--- src/rtl/flash_sample_reader.sv ---
// Sample-word reader: one Avalon-MM pipelined flash read per request,
// owning the two-samples-per-word pointer with forward/backward wrap.
module flash_sample_reader #(
    parameter int unsigned ADDR_W = 23,
    parameter logic [ADDR_W-1:0] START_ADDR = 23'h000000,
    parameter logic [ADDR_W-1:0] END_ADDR = 23'h07FFFF
) (
    input  logic              clk,
    input  logic              reset,
    input  logic              read_start,
    input  logic              back_mode,
    input  logic              restart,
    output logic [ADDR_W-1:0] flash_mem_address,
    output logic              flash_mem_read,
    output logic [3:0]        flash_mem_byteenable,
    input  logic              flash_mem_waitrequest,
    input  logic [31:0]       flash_mem_readdata,
    input  logic              flash_mem_readdatavalid,
    output logic [31:0]       data_out,
    output logic              read_finish,
    output logic              is_first,
    output logic              busy
);

    typedef enum logic [1:0] {
        IDLE,
        ISSUE,
        WAIT_VALID,
        DONE
    } state_t;

    localparam logic [ADDR_W-1:0] ONE = ADDR_W'(1);

    state_t            state;
    logic [ADDR_W-1:0] word_addr;
    logic              restart_pending;
    logic [ADDR_W-1:0] restart_addr;
    logic [ADDR_W-1:0] step_addr;

    assign flash_mem_address    = word_addr;
    assign flash_mem_byteenable = 4'b1111;

    // Restart lands on whichever end the current direction starts from.
    always_comb begin
        restart_addr = back_mode ? END_ADDR : START_ADDR;
        step_addr    = word_addr;
        if (back_mode) begin
            step_addr = (word_addr == START_ADDR) ? END_ADDR
                                                  : word_addr - ONE;
        end else begin
            step_addr = (word_addr == END_ADDR) ? START_ADDR
                                                : word_addr + ONE;
        end
    end

    always_ff @(posedge clk) begin
        if (reset) begin
            state           <= IDLE;
            word_addr       <= START_ADDR;
            is_first        <= 1'b1;
            restart_pending <= 1'b0;
            data_out        <= '0;
            read_finish     <= 1'b0;
            flash_mem_read  <= 1'b0;
            busy            <= 1'b0;
        end else begin
            read_finish <= 1'b0;
            case (state)
                IDLE: begin
                    if (restart) begin
                        word_addr <= restart_addr;
                        is_first  <= 1'b1;
                    end
                    if (read_start) begin
                        state          <= ISSUE;
                        flash_mem_read <= 1'b1;
                        busy           <= 1'b1;
                    end
                end
                ISSUE: begin
                    if (restart) restart_pending <= 1'b1;
                    if (!flash_mem_waitrequest) begin
                        state          <= WAIT_VALID;
                        flash_mem_read <= 1'b0;
                    end
                end
                WAIT_VALID: begin
                    if (restart) restart_pending <= 1'b1;
                    if (flash_mem_readdatavalid) begin
                        data_out    <= flash_mem_readdata;
                        read_finish <= 1'b1;
                        state       <= DONE;
                    end
                end
                DONE: begin
                    state <= IDLE;
                    busy  <= 1'b0;
                    // Phase flips every word; address moves only after the second half.
                    if (restart_pending || restart) begin
                        word_addr       <= restart_addr;
                        is_first        <= 1'b1;
                        restart_pending <= 1'b0;
                    end else if (is_first) begin
                        is_first <= 1'b0;
                    end else begin
                        is_first  <= 1'b1;
                        word_addr <= step_addr;
                    end
                end
                default: state <= IDLE;
            endcase
        end
    end

endmodule

--- config.mk ---
export PLATFORM = sky130hd
export DESIGN_NAME = flash_sample_reader
export DESIGN_NICKNAME = d
export VERILOG_FILES = /design/src/rtl/flash_sample_reader.sv
export SDC_FILE = /design/constraint.sdc
export NUM_CORES = 1
export LEC_CHECK = 0
export CORE_MARGIN = 2
export CORE_UTILIZATION = 64
export DETAILED_ROUTE_END_ITERATION = 8
export DONT_BUFFER_PORTS = 1
export GPL_ROUTABILITY_DRIVEN = 0
export HOLD_SLACK_MARGIN = 0.06
export MAX_ROUTING_LAYER = met4
export PLACE_DENSITY_LB_ADDON = 0.05
export SETUP_SLACK_MARGIN = 0.5
export SLEW_MARGIN = 40
export SYNTH_ARGS = -nofsm -noshare
export SYNTH_HDL_FRONTEND = slang
export SYNTH_SLANG_ARGS = --single-unit
--- constraint.sdc ---
create_clock -name clk -period 2.7 [get_ports clk]
set_input_delay 0.54 -clock clk [delete_from_list [all_inputs] [get_ports clk]]
set_output_delay 0.54 -clock clk [all_outputs]
set_load 0.005 [all_outputs]
==> impl_metrics.yaml <==
power:
  leakagePower_uw: 0.00137
  powerDensity_nw_per_um2: 1010
  peakVddDrop_uv: 722
  total_power_uw: 4050
routing:
  route.antenna.remaining_nets: 0
  postRouteWirelength_um: 9730
  vias: 3477
  drtPass1Iterations: 5
  wl_per_cell_um: 17.5
  vias_per_cell: 6.25
  drt_iter0_drc: 319
  drc: 0
logic_synthesis:
  synth.most_common_cell: "nand2_1"
  synth_seq_area_share: 0.339
  syn_area_um2: 3660
  synthCells: 479
  yosys-top-cells-area: "dfxtp_1 34%, nand2_1 10%, a21oi_1 8.2%"
  synth_edf_count: 0
  synth_area_leader_cell: "dfxtp_1"
  synth.avg_cell_area_um2: 7.65
  ys_seq_elements: 62
  ys_top_cells_by_count: "99 x nand2_1, 62 x dfxtp_1, 60 x a21oi_1"
  synth.top_cell.area_share: 0.339
  yosys.cell_types.count: 63
  yosysWarnings: 0
  synth_ff_type: "dfxtp_1"
  synth_async_sr_flop_share: 0
clock_tree:
  clk_pin_slew_ns: 0.07
  ctsHoldBuffers: 0
  clockBufferDepth: 2
  htree_levels: 3
  clock_latency_ns: 0.35
  cts_inserted_buffers: 9
  cts_root_buffer: "clkbuf_8"
  cts.sinks: 62
  cts_tree: "yes"
floorplanning:
  num_rows: 27
  die_height_um: 79.6
  pin_count: 102
  fp.dieW_um: 79.6
  coreArea_um2: 5510
  initial_core_util: 0.665
  dieArea_um2: 6340
sta:
  period_needed_ns: 2.19
  slew_viol_final: 0
  period_share: 0.812
  fmax_mhz: 456
  fin_skew_ns: 0.00618
  report.final.hold_viol_count: 0
  fin_setup_tns_ns: 0
  rsz0062_at_grt: "yes"
  setup-violations-final: 0
  final.setup.worst_slack_ns: 0.507
final_layout:
  nets: 525
  diodes: 0
  stdcell_count: 556
  drive_gt1_frac: 0.174
  syn_to_final_growth_pct: 9.70
  fill_cells: 448
  final_util: 0.730
setup_path:
  cp.required_ns: 2.93
  r2r-end: "flash_mem_address[20]"
  max_stage_delay_ns: 0.51
  path_class: "register to register"
  crit_family: "simple AND/OR/NAND/NOR gates"
  r2r_start: "flash_mem_address[11]"
  cp_cell_sequence: "nand4_2 -> or3_4 -> nor3_4 -> o21ai_1 -> o21a_1 -> or3_1"
  cpMaxStageDelayCell: "dfxtp_1"
  arrival_ns: 2.42
  endpoint_kind: "register"
  start_kind: "register"
  r2r_cells: 6
  cp_max_fo: 7
  crit_buf_inv: 0
  r2r_setup_slack_ns: 0.51
status:
  status: "completed"
job:
  maxCapViolations: 0
placement:
  post-dp-hpwl_um: 6520
  port_buffers: 0
  place_ws_ns: 0.245
  placed_cells: 535
worst_hold_path:
  hp-class: "primary input to register"
  min_delay_worst_endpoint: "data_out[3]"
  min_path_cells: 1
  hp-start: "reset"
global_routing:
  grt_pass1_wl_um: 14700
  track_usage: 0.304
  grt_pass1_vias: 3029
  antenna_found_initial: 0
  gr-total-overflow: 0
  grt_max_degree: 61
[where the power goes]
group          total, µW  switching, µW  internal (µW)  leakage, µW
Combinational       1700           1030            666     0.000753
Clock                902            384            518     0.000106
Sequential          1450            325           1130     0.000510
Total               4050           1740           2310      0.00137
[flip-flops by register name (all words and copies together), names as in the netlist]
name,cells
busy,1
data_out,32
flash_mem_address,23
flash_mem_read,1
is_first,1
read_finish,1
restart_pending,1
state,2
[kinds of logic (layout without fill, tap and decap cells)]
logic type,after synthesis,after routing,share of synthesized area
XOR/XNOR,14,14,0.0335
AO/OA/AOI/OAI,135,135,0.224
other,1,4,0.00102
AND/OR/NAND/NOR,204,204,0.293
flip-flops,62,62,0.339
multiplexers,2,2,0.00581
buffers and inverters,54,56,0.0796
adder cells (fa/ha/maj),7,7,0.0239
[layout by cell type, fill, tap and decap left out, drive strengths merged, types with 12 or more instances in the layout]
cell	netlist	routed
nand3	17	17
nor3	15	15
a21oi	60	60
buf	14	23
inv	17	17
o21ai	27	27
dfxtp	62	62
nor2	21	21
nand2	99	99
a31oi	15	15
nor4	12	12
[what timing repair did]
| action | in CTS | in global routing |
|---|---|---|
| setup endpoints to repair | 22 | 23 |
| pin swaps | 1 | 3 |
| buffers inserted | 0 | 5 |
| cloned | 0 | 0 |
| resized for setup | 6 | 27 |
[layout make-up]
type	instances	area (µm²)	share of cell area
Tap cell	72	90.1	0.0224
Sequential cell	62	1260	0.314
Multi-Input combinational cell	366	2210	0.551
Inverter	17	63.8	0.0159
Timing Repair Buffer	23	173	0.0430
Clock buffer	10	128	0.0318
Clock inverter	6	86.3	0.0215
[worst reg2reg max path, stage by stage (launching register included)]
cell and delay, ns:
dfxtp_1 0.51, nand4_2 0.28, or3_4 0.48, nor3_4 0.21
o21ai_1 0.08, o21a_1 0.17, or3_1 0.36
[stage by stage]
step	cell area [µm²]	hold slack (ns)
after floorplan	3670	0.453
after global placement	3670	0.455
after detailed placement	3670	0.461
after CTS	3910	0.246
after global routing	4020	0.247
final	4020	0.252
[per-layer routing]
layer	global-route usage	up-vias	wire length, µm
met2	0.455	182	4590
met3	0.0701	24	925
li1	-	1692	-
met4	0.122	0	195
met5	-	-	0
met1	0.398	1579	4010
[worst max-delay path by stage]
| stage | cells after the start | from | to |
|---|---|---|---|
| after floorplan | 8 | flash_mem_address[1] | flash_mem_address[20] |
| after global placement | 7 | flash_mem_address[1] | flash_mem_address[20] |
| after detailed placement | 7 | flash_mem_address[1] | flash_mem_address[9] |
| after CTS | 6 | state[0] | flash_mem_address[7] |
| after global routing | 6 | flash_mem_address[11] | flash_mem_address[20] |
| final | 6 | flash_mem_address[11] | flash_mem_address[20] |
Note: power is estimated with default switching activity, not from simulation.
